===== config.mk =====
export PLATFORM = sky130hd
export DESIGN_NAME = cp0_port_ctrl
export DESIGN_NICKNAME = d
export VERILOG_FILES = /design/src/rtl/cp0_port_ctrl.sv
export SDC_FILE = /design/constraint.sdc
export NUM_CORES = 1
export LEC_CHECK = 0
export ABC_AREA = 1
export CAP_MARGIN = 40
export CORE_ASPECT_RATIO = 0.6
export CORE_MARGIN = 8
export CORE_UTILIZATION = 37
export DETAILED_ROUTE_END_ITERATION = 10
export PLACE_DENSITY_LB_ADDON = 0.12
export SLEW_MARGIN = 0
export SYNTH_ARGS = -nofsm -noshare
export SYNTH_HDL_FRONTEND = slang
export SYNTH_SLANG_ARGS = --single-unit

===== constraint.sdc =====
create_clock -name clk -period 1.64 [get_ports clk]
set_input_delay 0.328 -clock clk [delete_from_list [all_inputs] [get_ports clk]]
set_output_delay 0.328 -clock clk [all_outputs]
set_load 0.01 [all_outputs]

===== src/rtl/cp0_port_ctrl.sv =====
// CP0 port controller: request channel, 1-entry write buffer, MFC0 responses, timer interrupt latch.
// Build option: CP0_FWD_EN lets reads pass a full write buffer, forwarding buffered data on an address match.
module cp0_port_ctrl (
  input  logic        clk,
  input  logic        rst,
  input  logic        req_valid,
  output logic        req_ready,
  input  logic        req_we,
  input  logic [4:0]  req_addr,
  input  logic [31:0] req_wdata,
  output logic        resp_valid,
  output logic [31:0] resp_rdata,
  input  logic        exc_valid,
  input  logic [31:0] exc_badvaddr,
  output logic        cp0_wen,
  output logic [4:0]  cp0_waddr,
  output logic [31:0] cp0_wdata,
  output logic [4:0]  cp0_raddr,
  input  logic [31:0] cp0_rdata,
  input  logic        timer_int,
  output logic        int_pending,
  input  logic        int_ack
);

  localparam logic [4:0] BADVADDR_ADDR = 5'd8;

  logic        r_live;
  logic        r_wb_valid;
  logic [4:0]  r_wb_addr;
  logic [31:0] r_wb_data;
  logic        r_rd_valid;
  logic [4:0]  r_rd_addr;
  logic [1:0]  r_sync;
  logic        r_sync_prev;
  logic        r_int_pending;

  logic        w_wr_acc;
  logic        w_rd_acc;
  logic        w_exc;
  logic        w_drain;
  logic        w_rise;

  // r_live holds req_ready low until the first edge after reset releases
  always_ff @(posedge clk or negedge rst) begin
    if (!rst) r_live <= 1'b0;
    else      r_live <= 1'b1;
  end

`ifdef CP0_FWD_EN
  assign req_ready = r_live & (~r_wb_valid | ~req_we);
`else
  assign req_ready = r_live & ~r_wb_valid;
`endif

  assign w_wr_acc = req_valid & req_ready & req_we;
  assign w_rd_acc = req_valid & req_ready & ~req_we;
  assign w_exc    = exc_valid & r_live;
  assign w_drain  = r_wb_valid & ~w_exc;

  always_ff @(posedge clk or negedge rst) begin
    if (!rst) begin
      r_wb_valid <= 1'b0;
      r_wb_addr  <= '0;
      r_wb_data  <= '0;
    end else if (w_wr_acc) begin
      r_wb_valid <= 1'b1;
      r_wb_addr  <= req_addr;
      r_wb_data  <= req_wdata;
    end else if (w_drain) begin
      r_wb_valid <= 1'b0;
    end
  end

  // BadVAddr update pre-empts the buffer drain for that cycle
  assign cp0_wen   = w_exc | r_wb_valid;
  assign cp0_waddr = w_exc ? BADVADDR_ADDR : (r_wb_valid ? r_wb_addr : 5'd0);
  assign cp0_wdata = w_exc ? exc_badvaddr  : (r_wb_valid ? r_wb_data : 32'd0);

  always_ff @(posedge clk or negedge rst) begin
    if (!rst) begin
      r_rd_valid <= 1'b0;
      r_rd_addr  <= '0;
    end else begin
      r_rd_valid <= w_rd_acc;
      if (w_rd_acc) r_rd_addr <= req_addr;
    end
  end

  assign resp_valid = r_rd_valid;
  assign cp0_raddr  = r_rd_valid ? r_rd_addr : 5'd0;

`ifdef CP0_FWD_EN
  logic        r_fwd_hit;
  logic [31:0] r_fwd_data;

  // forwarded data is frozen at acceptance, the buffer may drain before the response
  always_ff @(posedge clk or negedge rst) begin
    if (!rst) begin
      r_fwd_hit  <= 1'b0;
      r_fwd_data <= '0;
    end else begin
      r_fwd_hit  <= w_rd_acc & r_wb_valid & (req_addr == r_wb_addr);
      if (w_rd_acc) r_fwd_data <= r_wb_data;
    end
  end

  assign resp_rdata = !r_rd_valid ? 32'd0 : (r_fwd_hit ? r_fwd_data : cp0_rdata);
`else
  assign resp_rdata = r_rd_valid ? cp0_rdata : 32'd0;
`endif

  assign w_rise = r_sync[1] & ~r_sync_prev;

  always_ff @(posedge clk or negedge rst) begin
    if (!rst) begin
      r_sync        <= 2'b00;
      r_sync_prev   <= 1'b0;
      r_int_pending <= 1'b0;
    end else begin
      r_sync        <= {r_sync[0], timer_int};
      r_sync_prev   <= r_sync[1];
      if (w_rise)       r_int_pending <= 1'b1;
      else if (int_ack) r_int_pending <= 1'b0;
    end
  end

  assign int_pending = r_int_pending;

endmodule

==> summary.txt, run 1 <==
Timing
  • Post-layout worst setup margin: -0.0582 ns
  • Number of hold violations in the final report: 0
  • Setup clock skew after layout: 0.00656 ns
  • Final count of pins violating max slew: 0
  • Total of endpoints with negative setup slack in the final report: 26
  • Setup repair after global routing missed its margin: true
  • Share of the clock period used by the worst path after layout: 1.04
  • Final worst path period need: around 1.7 ns
  • Fmax: 589 MHz

Setup path
  • Peak per-stage delay on the critical path: approximately 0.41 ns
  • Crit path capture type: output port
  • Ordered list of cells on the worst path: nand2_4 -> buf_12 -> buf_4 -> nand3_1 -> nand2_1 -> buf_2
  • WP data arrival: between 1 and 1.5 ns
  • Crit Path Category: flip-flop to output port
  • CP bufs+invs: 3
  • Launching element type of the critical path: flip-flop
  • Largest fanout on the critical path: 6
  • Kind of cell adding the most delay to the critical path: flip-flops
  • Critical-path cell with the highest stage delay: dfrtp_1
  • Critical Path RT: between 1 and 1.5 ns

Clocking
  • Clock tree from TritonCTS: built
  • H-tree depth reported by CTS: 2
  • Number of clock buffers inserted by TritonCTS: 5
  • Max clock buf depth: 2
  • Source-to-sink clock delay at the later pin of the worst-skew pair: 0.29 ns
  • Number of buffers added to fix hold violations after cts: 0
  • Post-CTS clock slew at the launch and capture registers of the worst setup and hold paths: 0.07 ns
  • Clock Root Buffer: clkbuf_16
  • Number of sinks driven by the clock tree: between 40 and 50

Routing
  • Per-cell routed wire length: 17.8 um
  • Number of violations reported at the end of detailed-routing iteration 0: 196
  • Total wire length after detailed routing: 12.7 mm
  • Antenna violation net count after detailed routing: 0
  • DRC viols: 0
  • Routed via count divided by cell count: 5.02
  • Routed via count: 3576
  • Number of iterations in the first detailed-routing pass: 4

Logic synthesis
  • Sequential area share after synthesis: 0.425
  • FF+latch count, synth: 49
  • Distinct cell type count of the synthesized netlist: 19
  • Synthesized net count: approximately 500
  • Mean area per synthesized cell: 7.11 um2
  • Most used flip-flop cell after synthesis: dfrtp_1
  • Async set-reset flop share out of synthesis: 1.00
  • Synth top area share: 0.425
  • Gate count of the mapped netlist: roughly 410
  • Netlist area before placement: a little under 3000 um2
  • Most area-consuming cells after synthesis: dfrtp_1, nand2_1, nand3_1
  • Count of flip-flops with a built-in enable after synthesis: 0
  • Area leader, netlist: dfrtp_1
  • Number of warnings issued by yosys: 0

Floorplanning
  • Width of the die: 130 um
  • Full die area: 11000 um2
  • Starting density of the core: 0.374
  • Vert. Die Dim: 84.4 um
  • Number of core rows: 25
  • Area of the core region: 7730 um2
  • Io pins: 186

Placement
  • Number of placed cells counting well taps: 685
  • Half-perimeter wire length after detailed placement: 8.96 mm
  • Worst slack after detailed placement: -0.522 ns
  • Area post-placement: between 4000 and 5000 um2
  • RD Place Congestion: about 0.8
  • Number of port buffers: 185

Layout
  • Antenna fix cells: 0
  • Nets: 711
  • Final non-filler cell total: ~700
  • P&R area growth vs syn: 82.9%
  • Layout cell share with drive strength beyond 1: 0.248
  • Post-route cell area: around 5300 um2
  • Number of fill cells: 642

Global route
  • Final global-route overflow total: 0
  • Number of global-route vias before repair: 3326
  • Met3 track utilization from global routing: 0.0626
  • Fraction of met1 tracks used by global routing: 0.283
  • Peak-usage layer in the global routing report: met2
  • Pin count of the biggest net entering global routing: 50
  • Global-route wire length before repair: approximately 19 mm
  • Number of antenna violations at the first check in global routing: 0
  • Gr usage total: 0.211
  • Met2 track utilization from global routing: 0.334

Power
  • Worst IR Drop VDD: 0.443 mV
  • Ratio of total power to cell area: 726 nW/um2
  • Final total power: between 3 and 4 mW
  • Leakage: 2.90 nW

Run status
  • Outcome: complete, but fails checks
  • Violations in the final reports: negative setup slack

Worst hold path
  • Hold crit path type: input port to async pin

Flow run
  • Max Cap Viol: 0
[worst paths after layout]
check                               start       endpoint  slack, ns  cells past startpoint
max in group asynchronous             rst     resp_valid       1.38                      2
worst min register to register  r_sync[0]      r_sync[1]       0.37                      0
worst max register to register     r_live  r_wb_data[23]       0.13                      7
worst min-delay path                  rst    int_pending       0.01                      2
worst max-delay path               r_live  cp0_wdata[12]      -0.06                      6
min in group clk                r_sync[0]      r_sync[1]       0.37                      0
[cells in the mapped netlist (3+ instances only)]
cell      count
buf_2        19
buf_4         5
buf_6         3
clkbuf_1      8
dfrtp_1      49
inv_1        45
nand2_1     148
nand2_2      10
nand3_1      64
nand4_1      43
nor2_1        4
[worst register-to-register path: cells and delay by family (launching register included)]
family / cells / cell delay (ns)
AND/OR/NAND/NOR: 3 / 0.30
buffers and inverters: 4 / 0.74
flip-flops: 1 / 0.41
[stage by stage]
step / TNS [ns] / utilization / hold slack, ns
finish: -0.606 / 0.683 / 0.00965
detailed placement: -22.32 / 0.633 / 0.335
global route: -2.64 / 0.683 / 0.0200
CTS: -0.992 / 0.636 / 0.0199
global placement: -21.53 / 0.633 / 0.334
floorplan: 0 / - / 0.0324
[cell usage in the layout, fill, tap and decap left out, drive strengths merged, types with 2 or more instances in the layout]
master / instances
nor2: 5
dfrtp: 49
inv: 48
clkdlybuf4s50: 105
dlygate4sd2: 2
clkbuf: 17
buf: 91
nand3: 64
nand4: 44
clkdlybuf4s15: 16
nand2: 158
[metal layers]
metal  vias up  share of wire
met3        13           0.10
met5         -              0
met1      1694           0.43
met4         0          0.010
li1       1698              -
met2       171           0.46
[final cells by class]
cell class	instances	area (um2)	share of cell area
multi-input combinational	274	1350	0.255
tap	108	135	0.0256
clock buffer	5	125	0.0237
timing repair buffer	226	2210	0.419
sequential	49	1230	0.233
inverter	47	181	0.0344
clock inverter	3	48.8	0.00924
[report_power, final]
| part | internal [mW] | leakage (nW) | switching, mW |
|---|---|---|---|
| clock network | 0.731 | 0.0819 | 0.481 |
| logic | 0.574 | 2.21 | 0.487 |
| registers | 1.41 | 0.607 | 0.151 |
[state kept, by name (all words and copies together), names as in the netlist]
name / cells
r_wb_data: 32
r_rd_addr: 5
r_wb_addr: 5
r_sync: 2
int_pending: 1
r_live: 1
r_sync_prev: 1
r_wb_valid: 1
resp_valid: 1
[logic make-up after synthesis]
family | synth area share
AOI/OAI and AO/OA | 0.00390
buffers and inverters | 0.135
and+or+nand+nor | 0.435
other | 0.00130
DFF | 0.425
[timing repair]
action | CTS | global route
setup endpoints to repair | 77 | 57
buffers inserted | 8 | 4
pin swaps | 1 | 1
resized for setup | 241 | 92
gates cloned | 1 | 7
Note: power is estimated with default switching activity, not from simulation.
==> run 2, diff against run 1 <==
--- a/config.mk
+++ b/config.mk
@@ -11,7 +11,7 @@
 export CORE_MARGIN = 8
 export CORE_UTILIZATION = 37
 export DETAILED_ROUTE_END_ITERATION = 10
-export PLACE_DENSITY_LB_ADDON = 0.12
+export PLACE_DENSITY = 0.82
 export SLEW_MARGIN = 0
 export SYNTH_ARGS = -nofsm -noshare
 export SYNTH_HDL_FRONTEND = slang
==> summary.txt, run 2 (synthesis gave the netlist of run 1 again) <==
Run status
  • Outcome: complete, but fails checks
  • Violations in the final reports: negative setup slack

Timing
  • Post-layout worst setup margin: -0.0586 ns (-0.000407 ns)
  • Final worst path period need: 1.70 ns (+0.000407 ns)
  • Sum of negative setup slack: -0.526 ns (+0.0795 ns)
  • Setup clock skew after layout: 0.00579 ns (-0.000777 ns)
  • Setup repair after global routing missed its margin: true
  • Number of hold violations in the final report: 0 (unchanged)
  • Fmax: 589 MHz (about the same)
  • Share of the clock period used by the worst path after layout: 1.04 (about the same)
  • Final count of pins violating max slew: 0 (unchanged)
  • Total of endpoints with negative setup slack in the final report: 21 (-19%)

Clocking
  • Source-to-sink clock delay at the later pin of the worst-skew pair: 0.28 ns (about the same)
  • Number of sinks driven by the clock tree: 49 (unchanged)
  • Clock Root Buffer: clkbuf_16
  • Number of buffers added to fix hold violations after cts: 0 (unchanged)
  • Number of clock buffers inserted by TritonCTS: 5 (unchanged)
  • H-tree depth reported by CTS: 2 (unchanged)
  • Max clock buf depth: 2 (unchanged)
  • Clock tree from TritonCTS: built
  • Post-CTS clock slew at the launch and capture registers of the worst setup and hold paths: 0.06 ns (about the same)

Floorplanning
  • Starting density of the core: 0.374 (unchanged)
  • Vert. Die Dim: 84.4 um (unchanged)
  • Full die area: 11000 um2 (unchanged)
  • Area of the core region: 7730 um2 (unchanged)
  • Io pins: 186 (unchanged)
  • Width of the die: 130 um (unchanged)
  • Number of core rows: 25 (unchanged)

Routing
  • Routed via count divided by cell count: 5.00 (-0.42%)
  • DRC viols: 0 (unchanged)
  • Antenna violation net count after detailed routing: 0 (unchanged)
  • Met2 WL post-DR: 6.33 mm (+8.0%)
  • Routed via count: 3536 (-1.1%)
  • Sum of met3 wire segment lengths after detailed routing: 1.24 mm (-2.2%)
  • Met1 wire length: 4.96 mm (-8.6%)
  • Uppermost signal routing layer after detailed routing: met5
  • Per-cell routed wire length: 17.9 um (+0.37%)
  • Total wire length after detailed routing: 12.6 mm (-0.34%)
  • Number of violations reported at the end of detailed-routing iteration 0: 223 (+14%)
  • Number of iterations in the first detailed-routing pass: 4 (unchanged)

Setup path
  • CP bufs+invs: 4 (+1)
  • Peak per-stage delay on the critical path: 0.44 ns (+0.03 ns)
  • Critical Path RT: 1.31 ns (about the same)
  • WP data arrival: 1.37 ns (about the same)
  • Launching element type of the critical path: flip-flop
  • Ordered list of cells on the worst path: nand2_4 -> buf_6 -> buf_8 -> buf_6 -> nand3_2 -> nand2_1 -> buf_2
  • Crit Path Category: flip-flop to output port
  • Critical-path cell with the highest stage delay: dfrtp_2
  • Cell mode on critical path: buf_6
  • Kind of cell adding the most delay to the critical path: flip-flops
  • Largest fanout on the critical path: 8 (+2)
  • Crit path capture type: output port

Power
  • Leakage: 2.90 nW (-0.17%)
  • Worst IR Drop VDD: 0.418 mV (-5.6%)
  • Ratio of total power to cell area: 681 nW/um2 (-6.2%)

Layout
  • Nets: 708 (-0.42%)
  • P&R area growth vs syn: 84.2%
  • Antenna fix cells: 0 (unchanged)
  • Largest registers: r_wb_data (32), r_rd_addr (5), r_wb_addr (5)
  • Commonest cells after routing, fill and taps aside: nand2_1, clkdlybuf4s50_1, dfrtp_1
  • Top reg by flops: r_wb_data
  • Total area of multi-input combinational cells: 1440 um2 (+6.5%)
  • Number of flip-flops under the largest register name: 32 (unchanged)
  • Layout cell share with drive strength beyond 1: 0.230 (-0.0180)
  • Leading cell type in the layout, fill and taps excluded: nand2_1
  • Area taken by flip-flops and latches: 1230 um2 (+0.10%)
  • Post-route cell area: 5320 um2 (+0.69%)
  • Number of fill cells: 631 (-1.7%)

Global route
  • Number of antenna violations at the first check in global routing: 1 (+1)
  • Gr usage total: 0.215 (+0.00432)
  • Final global-route overflow total: 0 (unchanged)
  • Global-route wire length before repair: 18.7 mm (+0.59%)
  • Number of global-route vias before repair: 3456 (+3.9%)
  • Pin count of the biggest net entering global routing: 50 (unchanged)

Placement
  • RD Place Congestion: 0.898 (+9.2%)
  • Half-perimeter wire length after detailed placement: 8.79 mm (-1.9%)
  • Number of port buffers: 185 (unchanged)
  • Area post-placement: 4870 um2 (-0.41%)

Flow run
  • Max Cap Viol: 0 (unchanged)

Worst hold path
  • Hold crit path type: input port to async pin
==> run 2: changes by cell type in the layout (fill, tap and decap cells not counted), sizes merged <==
| cell | change |
|---|---|
| clkinv | +1 |
| bufbuf | +1 |
| buf | -14 |
| dlygate4sd2 | +11 |
| clkbuf | -10 |
| clkdlybuf4s15 | +9 |
| bufinv | -1 |
| inv | -1 |
| clkinvlp | -1 |
==> run 2: worst paths after layout <==
path | slack, ns | end | cells after the start | start
max | -0.06 | cp0_wdata[21] | 7 | r_live
min | 0.02 | r_sync_prev | 2 | rst
max reg2reg | 0.16 | r_wb_data[11] | 8 | r_wb_valid
min reg2reg | 0.35 | r_sync[1] | 0 | r_sync[0]
max in group asynchronous | 1.37 | resp_valid | 2 | rst
min in group clk | 0.35 | r_sync[1] | 0 | r_sync[0]
==> run 2: area by class of cell <==
| class | instances | share of cell area |
|---|---|---|
| Timing Repair Buffer | 223 | 0.415 |
| Multi-Input combinational cell | 274 | 0.270 |
| Sequential cell | 49 | 0.231 |
| Inverter | 47 | 0.0341 |
| Tap cell | 108 | 0.0254 |
| Clock buffer | 5 | 0.0235 |
| Clock inverter | 1 | 0.000941 |
==> run 2: timing repair <==
action	4_1_cts	5_1_grt
gates resized for setup	221	75
buffers inserted	12	2
endpoints found under the setup margin	77	50
cloned	4	3
pin swaps	1	10
hold endpoints to repair	0	0
==> run 2: per-layer routing <==
layer  up-vias  global-route usage
li1       1692                   -
met1      1660               0.261
met4         2              0.0325
met2       171               0.372
met5         -                   0
met3        11              0.0664
==> run 2: power by group <==
group / switching [mW] / internal [mW] / total (mW)
Sequential: 0.150 / 1.41 / 1.56
Clock: 0.424 / 0.546 / 0.970
Combinational: 0.508 / 0.580 / 1.09
==> run 2: through the flow <==
| stage | worst slack (ns) | cells | util | power, mW | hold slack, ns |
|---|---|---|---|---|---|
| 2_1_floorplan | 0.329 | 406 | - | 1.96 | 0.0324 |
| 3_3_place_gp | -0.522 | 684 | 0.631 | 2.52 | 0.332 |
| 3_5_place_dp | -0.564 | 684 | 0.631 | 2.56 | 0.336 |
| 4_1_cts | -0.100 | 705 | 0.655 | 3.53 | 0.0344 |
| 5_1_grt | -0.120 | 707 | 0.688 | 3.80 | 0.0293 |
| 6_report | -0.0586 | 707 | 0.688 | 3.62 | 0.0155 |
==> run 3, diff against run 2 <==
--- a/config.mk
+++ b/config.mk
@@ -12,6 +12,7 @@
 export CORE_UTILIZATION = 37
 export DETAILED_ROUTE_END_ITERATION = 10
 export PLACE_DENSITY = 0.82
+export SKIP_CTS_REPAIR_TIMING = 1
 export SLEW_MARGIN = 0
 export SYNTH_ARGS = -nofsm -noshare
 export SYNTH_HDL_FRONTEND = slang
==> summary.txt, run 3 (synthesis gave the netlist of run 1 again) <==
Timing
  • Worst Hold Slack: 0.0186 ns (+0.00304 ns)
  • Final count of pins violating max slew: 0 (unchanged)
  • Fmax: 577 MHz (-1.9%)
  • Number of hold violations in the final report: 0 (unchanged)
  • Setup clock skew after layout: 0.00346 ns (-0.00232 ns)
  • Share of the clock period used by the worst path after layout: 1.06 (+0.0203)
  • Total of endpoints with negative setup slack in the final report: 16 (-24%)
  • Setup repair after global routing missed its margin: true
  • Final worst path period need: 1.73 ns (+0.0333 ns)
  • Post-layout worst setup margin: -0.0919 ns (-0.0333 ns)

Clocking
  • Source-to-sink clock delay at the later pin of the worst-skew pair: 0.28 ns (about the same)
  • Clock tree from TritonCTS: built
  • H-tree depth reported by CTS: 2 (unchanged)
  • Max clock buf depth: 2 (unchanged)
  • Post-CTS clock slew at the launch and capture registers of the worst setup and hold paths: 0.06 ns (about the same)
  • Clock Root Buffer: clkbuf_16
  • Number of sinks driven by the clock tree: 49 (unchanged)
  • Number of clock buffers inserted by TritonCTS: 5 (unchanged)

Setup path
  • Critical Path RT: 1.31 ns (about the same)
  • Largest fanout on the critical path: 5 (-3)
  • Crit Path Category: flip-flop to output port
  • Launch point of the worst reg-to-reg path: r_live
  • Launching element type of the critical path: flip-flop
  • Launching instance or port of the critical path: r_live
  • WP data arrival: 1.40 ns (+0.03 ns)
  • Crit path capture type: output port

Routing
  • Total wire length after detailed routing: 12.4 mm (-2.3%)
  • Per-cell routed wire length: 17.5 um (-2.0%)
  • Routed via count: 3501 (-0.99%)
  • DRC viols: 0 (unchanged)
  • Number of iterations in the first detailed-routing pass: 4 (unchanged)
  • Routed via count divided by cell count: 4.97 (-0.71%)
  • Met1 wire length: 5.00 mm (+0.66%)
  • Met2 WL post-DR: 6.11 mm (-3.4%)
  • Number of violations reported at the end of detailed-routing iteration 0: 203 (-9.0%)
  • Sum of met3 wire segment lengths after detailed routing: 1.11 mm (-10%)
  • Antenna violation net count after detailed routing: 0 (unchanged)
  • Uppermost signal routing layer after detailed routing: met5

Power
  • Worst IR Drop VDD: 0.402 mV (-4.0%)
  • Leakage: 3.48 nW (+20%)
  • Ratio of total power to cell area: 668 nW/um2 (-1.9%)

Worst hold path
  • Hold crit path type: input port to async pin

Floorplanning
  • Io pins: 186 (unchanged)
  • Number of core rows: 25 (unchanged)
  • Width of the die: 130 um (unchanged)
  • Area of the core region: 7730 um2 (unchanged)
  • Vert. Die Dim: 84.4 um (unchanged)
  • Starting density of the core: 0.374 (unchanged)
  • Full die area: 11000 um2 (unchanged)

Placement
  • Half-perimeter wire length after detailed placement: 8.79 mm (unchanged)
  • Worst slack after detailed placement: -0.564 ns (unchanged)
  • Number of port buffers: 185 (unchanged)
  • RD Place Congestion: 0.898 (unchanged)

Run status
  • Outcome: complete, but fails checks
  • Violations in the final reports: negative setup slack

Global route
  • Number of global-route vias before repair: 3273 (-5.3%)
  • Global-route wire length before repair: 17.2 mm (-7.7%)
  • Gr usage total: 0.196 (-0.0197)
  • Pin count of the biggest net entering global routing: 50 (unchanged)
  • Final global-route overflow total: 0 (unchanged)
  • Number of antenna violations at the first check in global routing: 1 (unchanged)

Layout
  • Number of flip-flops under the largest register name: 32 (unchanged)
  • Layout cell share with drive strength beyond 1: 0.204 (-0.0260)
  • Area taken by flip-flops and latches: 1230 um2 (unchanged)
  • Number of fill cells: 607 (-3.8%)
  • Leading cell type in the layout, fill and taps excluded: nand2_1
  • Total area of multi-input combinational cells: 1420 um2 (-1.0%)
  • Top reg by flops: r_wb_data
  • Antenna fix cells: 0 (unchanged)
  • P&R area growth vs syn: 85.5%
  • Largest registers: r_wb_data (32), r_rd_addr (5), r_wb_addr (5)
  • Commonest cells after routing, fill and taps aside: nand2_1, clkdlybuf4s50_1, nand3_1
  • Nets: 706 (-0.28%)

Flow run
  • Max Cap Viol: 0 (unchanged)
[run 3: cell count changes in the layout (fill, tap and decap cells not counted), moves of 7 or more]
cell and change:
clkbuf_2 +8, buf_2 -10, nand3_2 -10, nand3_1 +7, clkdlybuf4s15_1 -24, dlygate4sd2_1 -13
dlymetal6s2s_1 +41
[run 3: through the flow]
stage	total power [mW]	instances	util	TNS, ns	cell area [um2]
floorplan	1.96	406	-	0	2890
global placement	2.52	684	0.631	-22.04	4870
detailed placement	2.56	684	0.631	-23.28	4870
CTS	3.52	690	0.647	-27.83	5000
global route	3.77	705	0.693	-2.61	5360
finish	3.58	705	0.693	-1.03	5360
[run 3: critical path, cell delays in order, from the launching register on]
cell and delay [ns]:
dfrtp_2 0.46, nand2_4 0.14, buf_6 0.14, clkbuf_16 0.15, nand3_2 0.06, nand2_1 0.06
buf_2 0.12
[run 3: layout make-up]
class,instances,share of cell area
repair buffers,221,0.422
multi-input cells,274,0.265
flip-flops and latches,49,0.230
inverters,47,0.0334
well taps,108,0.0252
clock buffers,5,0.0234
clock inverters,1,0.000935
[run 3: final timing paths]
check,slack [ns],to,depth (start not counted)
min in group clk,0.35,r_sync[1],0
min reg2reg,0.35,r_sync[1],0
max in group asynchronous,1.37,resp_valid,2
min,0.02,r_sync_prev,2
max,-0.09,cp0_wdata[15],6
max reg2reg,0.15,r_rd_addr[3],6
[run 3: metal layers]
layer / vias to the layer above / global-route usage
met4: 2 / 0.0294
met1: 1639 / 0.233
met3: 13 / 0.0569
met2: 158 / 0.346
met5: - / 0
li1: 1689 / -
[run 3: power by group]
part / switching [mW] / internal, mW / total (mW) / leakage (nW)
Clock: 0.408 / 0.545 / 0.953 / 0.0655
Combinational: 0.492 / 0.570 / 1.06 / 2.80
Sequential: 0.151 / 1.41 / 1.56 / 0.606
Total: 1.05 / 2.52 / 3.58 / 3.48
